**config.mk**
```make
export PLATFORM = sky130hd
export DESIGN_NAME = taylor_ln_engine_flat
export DESIGN_NICKNAME = d
export VERILOG_FILES = /design/src/rtl/taylor_pkg.sv /design/src/rtl/taylor_ln_engine_if.sv /design/src/rtl/q15_mul.sv /design/src/rtl/taylor_ln_engine.sv /design/src/flat_wrapper.sv
export SDC_FILE = /design/constraint.sdc
export NUM_CORES = 1
export LEC_CHECK = 0
export BUFFER_PORTS_ARGS = -buffer_cell sky130_fd_sc_hd__buf_2
export CORE_ASPECT_RATIO = 0.6
export CORE_MARGIN = 5
export CORE_UTILIZATION = 64
export DETAILED_ROUTE_END_ITERATION = 8
export HOLD_SLACK_MARGIN = 0.05
export PLACE_DENSITY_LB_ADDON = 0.25
export SLEW_MARGIN = 30
export SYNTH_ARGS = -nofsm -noshare
export SYNTH_HDL_FRONTEND = slang
export SYNTH_SLANG_ARGS = --single-unit
```
**constraint.sdc**
```tcl
create_clock -name clk -period 12.07 [get_ports clk]
set_input_delay 1.8105 -clock clk [delete_from_list [all_inputs] [get_ports clk]]
set_output_delay 1.8105 -clock clk [all_outputs]
set_load 0.05 [all_outputs]
```
**src/rtl/taylor_pkg.sv**
```systemverilog
// Shared constants, FSM state type and coefficient-slice helper for the
// taylor_ln_engine series evaluator.
package taylor_pkg;

    localparam int FRAC_BITS = 15;
    localparam int COEF_W    = 16;
    localparam int N_MAX     = 8;
    localparam int ACC_W     = 18;

    typedef enum logic [1:0] {
        IDLE = 2'd0,
        CALC = 2'd1,
        DONE = 2'd2
    } state_e;

    // Coefficient n sits at the top of the vector for n=1; out-of-range n falls back to slot 1.
    function automatic logic [COEF_W-1:0] coef_at(input logic [COEF_W*N_MAX-1:0] vec,
                                                  input logic [3:0]              n);
        int idx;
        if ((n >= 4'd1) && (n <= 4'd8)) begin
            idx = int'(n) - 1;
        end else begin
            idx = 0;
        end
        return vec[COEF_W*(N_MAX-1-idx) +: COEF_W];
    endfunction

endpackage

```
**src/rtl/taylor_ln_engine_if.sv**
```systemverilog
// Job handshake and result bus between a requester and taylor_ln_engine.
interface taylor_ln_engine_if;

    logic         start;
    logic [15:0]  x_in;
    logic [127:0] coeffs;
    logic         busy;
    logic         done;
    logic [17:0]  result;

    modport master (
        output start, x_in, coeffs,
        input  busy, done, result
    );

    modport slave (
        input  start, x_in, coeffs,
        output busy, done, result
    );

endinterface

```
**src/rtl/q15_mul.sv**
```systemverilog
// Unsigned Q1.15 x Q1.15 multiply returning the Q1.15 product.
// Define TAYLOR_ROUND_EN for round-half-up instead of truncation.
module q15_mul
    import taylor_pkg::*;
(
    input  logic [COEF_W-1:0] a,
    input  logic [COEF_W-1:0] b,
    output logic [COEF_W-1:0] y
);

    logic [31:0] prod_s;
    logic        unused_prod_s;

    // Full product, optionally biased by half an LSB before the shift.
    always_comb begin
`ifdef TAYLOR_ROUND_EN
        prod_s = ({16'd0, a} * {16'd0, b}) + 32'd16384;
`else
        prod_s = {16'd0, a} * {16'd0, b};
`endif
    end

    assign y             = prod_s[FRAC_BITS +: COEF_W];
    assign unused_prod_s = ^{prod_s[31], prod_s[FRAC_BITS-1:0]};

endmodule

```
**src/rtl/taylor_ln_engine.sv**
```systemverilog
// Iterative ln(1+x) series evaluator, one term per clock behind start/busy/done.
// Define TAYLOR_ROUND_EN to round Q1.15 products instead of truncating.
module taylor_ln_engine
    import taylor_pkg::*;
#(
    parameter int N_TERMS = 8
) (
    input  logic                clk,
    input  logic                rst,
    taylor_ln_engine_if.slave   bus
);

    if ((N_TERMS < 1) || (N_TERMS > N_MAX)) begin : g_bad_n_terms
        $error("taylor_ln_engine: N_TERMS must be within 1..8");
    end

    localparam logic [3:0] N_LAST = 4'(N_TERMS);

    state_e                   state_q, state_d;
    logic [COEF_W-1:0]        p_q, p_d;
    logic [COEF_W-1:0]        x_q, x_d;
    logic [3:0]               n_q, n_d;
    logic signed [ACC_W-1:0]  acc_q, acc_d;
    logic [ACC_W-1:0]         result_q, result_d;
    logic                     busy_q, busy_d;
    logic                     done_q, done_d;

    logic [COEF_W-1:0]        coef_s;
    logic [COEF_W-1:0]        term_prod_s;
    logic [COEF_W-1:0]        pow_s;
    logic [COEF_W-1:0]        term_s;
    logic signed [ACC_W-1:0]  term_ext_s;
    logic                     unused_x_msb_s;

    assign unused_x_msb_s = bus.x_in[15];
    assign coef_s         = coef_at(bus.coeffs, n_q);

    q15_mul u_term_mul (
        .a (coef_s),
        .b (p_q),
        .y (term_prod_s)
    );

    q15_mul u_pow_mul (
        .a (p_q),
        .b (x_q),
        .y (pow_s)
    );

    // Current series term; the n=1 coefficient is implicitly 1.0.
    always_comb begin
        if (n_q == 4'd1) begin
            term_s = p_q;
        end else begin
            term_s = term_prod_s;
        end
        term_ext_s = $signed({2'b00, term_s});
    end

    // Next-state and next-output computation for the IDLE/CALC/DONE sequencer.
    always_comb begin
        state_d  = state_q;
        p_d      = p_q;
        x_d      = x_q;
        n_d      = n_q;
        acc_d    = acc_q;
        result_d = result_q;
        busy_d   = busy_q;
        done_d   = 1'b0;
        case (state_q)
            IDLE: begin
                if (bus.start) begin
                    p_d     = {1'b0, bus.x_in[14:0]};
                    x_d     = {1'b0, bus.x_in[14:0]};
                    n_d     = 4'd1;
                    acc_d   = 18'sd0;
                    busy_d  = 1'b1;
                    state_d = CALC;
                end else begin
                    busy_d  = 1'b0;
                end
            end
            CALC: begin
                // Odd-numbered terms add, even-numbered terms subtract.
                if (n_q[0]) begin
                    acc_d = acc_q + term_ext_s;
                end else begin
                    acc_d = acc_q - term_ext_s;
                end
                p_d = pow_s;
                n_d = n_q + 4'd1;
                if (n_q == N_LAST) begin
                    busy_d  = 1'b0;
                    state_d = DONE;
                end else begin
                    busy_d  = 1'b1;
                end
            end
            DONE: begin
                result_d = acc_q;
                done_d   = 1'b1;
                busy_d   = 1'b0;
                state_d  = IDLE;
            end
            default: begin
                busy_d  = 1'b0;
                state_d = IDLE;
            end
        endcase
    end

    // State and output registers with synchronous reset.
    always_ff @(posedge clk) begin
        if (rst) begin
            state_q  <= IDLE;
            p_q      <= 16'd0;
            x_q      <= 16'd0;
            n_q      <= 4'd0;
            acc_q    <= 18'sd0;
            result_q <= 18'd0;
            busy_q   <= 1'b0;
            done_q   <= 1'b0;
        end else begin
            state_q  <= state_d;
            p_q      <= p_d;
            x_q      <= x_d;
            n_q      <= n_d;
            acc_q    <= acc_d;
            result_q <= result_d;
            busy_q   <= busy_d;
            done_q   <= done_d;
        end
    end

    assign bus.busy   = busy_q;
    assign bus.done   = done_q;
    assign bus.result = result_q;

endmodule

```
**src/flat_wrapper.sv**
```systemverilog
// flat-port wrapper written by rule: the top's interface ports become plain ports
module taylor_ln_engine_flat import taylor_pkg::*;
#(
    parameter int N_TERMS = 8
)
  (clk, rst, bus_start, bus_x_in, bus_coeffs, bus_busy, bus_done, bus_result);
  taylor_ln_engine_if bus_i ();
  input  logic clk;
  input  logic rst;
  input wire logic [$bits(bus_i.start)-1:0] bus_start;
  input wire logic [$bits(bus_i.x_in)-1:0] bus_x_in;
  input wire logic [$bits(bus_i.coeffs)-1:0] bus_coeffs;
  output wire logic [$bits(bus_i.busy)-1:0] bus_busy;
  output wire logic [$bits(bus_i.done)-1:0] bus_done;
  output wire logic [$bits(bus_i.result)-1:0] bus_result;
  assign bus_i.start = bus_start;
  assign bus_i.x_in = bus_x_in;
  assign bus_i.coeffs = bus_coeffs;
  assign bus_busy = bus_i.busy;
  assign bus_done = bus_i.done;
  assign bus_result = bus_i.result;
  taylor_ln_engine #(.N_TERMS(N_TERMS)) u_core (.clk(clk), .rst(rst), .bus(bus_i));
endmodule
```
==> impl_metrics.csv <==
group,metric,value,unit
status,run_status,"complete, no violations",
floorplanning,initial_utilization,64.80,%
cells_and_area,area_growth,8.409,%
placed_design,port_buffers,165,
logic_synthesis,synthTopCellsByArea,"fa_1, ha_1, nand2_1",
floorplanning,die_area,36590,um^2
clock_network,clk_pin_slew,0.07,ns
pwr,intPower,1.136,mW
global_route,antenna_found_initial,2,
min_path,hold_path_class,"reg -> reg",
clock_network,cts_tree,"yes",
logic_synthesis,synth-async-reset-ratio,0,%
placed_design,place_congestion,0.9501,
clock_network,cts_hold_buffers,0,
logic_synthesis,synth-seq-cells,75,
pwr,power_frac_comb,73.4,%
global_route,grt_max_degree,46,
pwr,switching_share,52.52,%
cells_and_area,drive_above_1_share,10.86,%
timing,drv_slew,0,
timing,fin_crit,11.59,ns
timing,finalSetupViolations,0,
routing,wl,58900,um
clock_network,ctsLongestPathBuffers,2,
logic_synthesis,yosys.area.top_type,"fa_1",
logic_synthesis,netlist_top_cells_count,"nand2_1, inv_1, fa_1, and2_1, ha_1",
routing,drc,0,
worst_setup_path,max_stage_delay,0.58,ns
worst_setup_path,crit_required,12.27,ns
pwr,powerDensity,105.3,nW/um^2
logic_synthesis,yosysUniqueCellTypes,71,
logic_synthesis,synth_edf_count,0,
cells_and_area,layout.nets,3377,
timing,tightestPinTransition,0.9481,ns
routing,num_vias,18170,
pwr,vdd_ir_drop_max,0.09028,mV
routing,dr.pass1.iters,7,
floorplanning,coreArea,32350,um^2
timing,max_slew_margin,36.70,%
worst_setup_path,endpoint_kind,"flop",
pwr,power_frac_seq,14.2,%
floorplanning,die_h,150.2,um
clock_network,cts_buffers,9,
floorplanning,fp-row-count,51,
worst_setup_path,worstPathArrival,11.80,ns
timing,fin_skew,0.01425,ns
clock_network,cts_root_buffer,"clkbuf_16",
worst_setup_path,crit_top_cell,"fa_1",
logic_synthesis,synth_top_area_share,35.52,%
logic_synthesis,synth_top_flop_cell,"dfxtp_1",
clock_network,htree_levels,3,
floorplanning,ios,167,
cells_and_area,multi_input_area,17450,um^2
routing,drtIter0Drc,1694,
routing,drtAntennaViolNets,0,
logic_synthesis,avgSynthCellArea,8.192,um^2
cells_and_area,seq_area,1509,um^2
clock_network,cts_sinks,75,
logic_synthesis,syn_area,20960,um^2
run,cap_violations,0,
cells_and_area,final_cell_count_no_fill,3078,
clock_network,clock_latency,0.35,ns
routing,vias_per_cell,5.903,
timing,setup_tns,0,ns
routing,avgRoutedWirePerCell,19.14,um
worst_setup_path,cpMaxStageDelayCell,"fa_1",
global_route,grt_use_total,32.56,%
placed_design,placed_cells,3043,
pwr,power.switching,1.257,mW
timing,max_freq,86.27,MHz
global_route,grt_pass1_vias,18560,
floorplanning,die_w,243.7,um
timing,period_share,96.04,%
worst_setup_path,cp_num_buf_inv,6,
logic_synthesis,syn_inst,2559,
worst_setup_path,cp_top_family,"adder cells",
timing,hold_viol,0,
worst_setup_path,start_kind,"flop",
logic_synthesis,synth.most_common_cell,"nand2_1",
pwr,leakagePower,11.53,nW
global_route,gr-total-overflow,0,
logic_synthesis,syn_nets,3288,
worst_setup_path,crit_type,"reg -> reg",
placed_design,dpl.hpwl,47130,um
logic_synthesis,yosysWarnings,0,
global_route,grt_first_pass_wirelength,96190,um
worst_setup_path,path_max_fanout,14,
pwr,p_clk_share,12.5,%
cells_and_area,fill_cells,2518,
logic_synthesis,yosysSeqAreaShare,7.162,%
==> metal layers <==
layer | routed length (um) | global-route usage [%]
met5 | 20 | 0
met4 | 1539 | 7.582
met3 | 6636 | 7.559
met2 | 24860 | 49.38
met1 | 25850 | 48.01
==> cells by family after synthesis <==
| kind of cell | count (synthesis) | synth area share (%) |
|---|---|---|
| simple gates | 915 | 20.85 |
| fa+ha+maj | 582 | 48.06 |
| buf+inv | 572 | 10.29 |
| compound gates | 355 | 11.07 |
| flops | 75 | 7.162 |
| xor+xnor | 52 | 2.173 |
| mux | 8 | 0.3999 |
==> layout by cell type, fill, tap and decap left out, drive strengths merged, types with 4 or more instances in the layout <==
master / n
a21oi: 120
or2: 6
fa: 372
xor2: 26
inv: 420
clkbuf: 10
xnor2: 26
or3: 6
a22oi: 4
mux2i: 5
and2: 222
nor2: 75
nand2: 477
nor3: 16
o31ai: 9
ha: 210
o211ai: 7
nand2b: 11
a211o: 5
nand3: 12
o21ai: 55
nor2b: 32
a31oi: 30
a211oi: 38
a21boi: 7
a221oi: 4
or4: 5
dfxtp: 75
nor3b: 10
a41oi: 4
nand3b: 6
and4: 6
and3: 12
a21o: 30
buf: 229
a311oi: 17
nand4: 9
==> worst register-to-register path, delay by kind of cell (launching register included) <==
family | cells | cell delay, ns
buffers and inverters | 6 | 0.77
flip-flops | 1 | 0.36
XOR/XNOR | 4 | 0.94
AO/OA/AOI/OAI | 14 | 2.97
AND/OR/NAND/NOR | 11 | 2.18
adder cells (fa/ha/maj) | 9 | 4.23
==> power groups by stage <==
stage / clock (mW) / combinational [mW] / sequential, mW
CTS: 0.297 / 1.69 / 0.335
floorplan: 0 / 1.20 / 0.301
detailed placement: 0 / 1.66 / 0.339
global route: 0.309 / 1.94 / 0.342
finish: 0.298 / 1.76 / 0.339
global placement: 0 / 1.59 / 0.338
==> cell type report <==
| class | instances | share of cell area (%) |
|---|---|---|
| Multi-Input combinational cell | 1915 | 76.77 |
| Inverter | 418 | 6.904 |
| Sequential cell | 75 | 6.640 |
| Timing Repair Buffer | 229 | 5.913 |
| Tap cell | 424 | 2.334 |
| Clock buffer | 10 | 1.007 |
| Clock inverter | 6 | 0.4239 |
| Antenna cell | 1 | 0.01101 |
==> sequential cells by signal (all words and copies together), names as in the netlist <==
register	cells
u_core.acc_q	18
u_core.bus.result	18
u_core.p_q	16
u_core.x_q	15
u_core.n_q	4
u_core.state_q	2
u_core.bus.busy	1
u_core.bus.done	1
==> final timing paths <==
path	start	endpoint	slack, ns	cells past startpoint
worst max register to register	u_core.n_q[0]	u_core.acc_q[17]	0.48	44
worst max-delay path	u_core.n_q[0]	u_core.acc_q[17]	0.48	44
worst min register to register	u_core.bus.result[5]	u_core.bus.result[5]	0.46	2
worst min-delay path	u_core.bus.result[5]	u_core.bus.result[5]	0.46	2
==> timing repair <==
item                       4_1_cts  5_1_grt
setup endpoints to repair        1        6
cloned                           1        2
gates resized for setup          0       16
pin swaps                        1        6
setup buffers                    0       15
==> stage by stage <==
step                      power (mW)  worst slack [ns]  hold slack [ns]  area [um^2]  util (%)
final                          2.393            0.4784           0.4607        22730     70.25
after global routing           2.593          -0.01327           0.4876        22730     70.25
after CTS                      2.322            0.1441           0.4583        22480     69.49
after detailed placement       1.999           0.01593           0.4481        22150     68.46
after global placement         1.931            0.4611           0.4366        22140     68.44
after floorplan                1.499             1.099           0.4486        20960         -
Note: power is estimated with default switching activity, not from simulation.
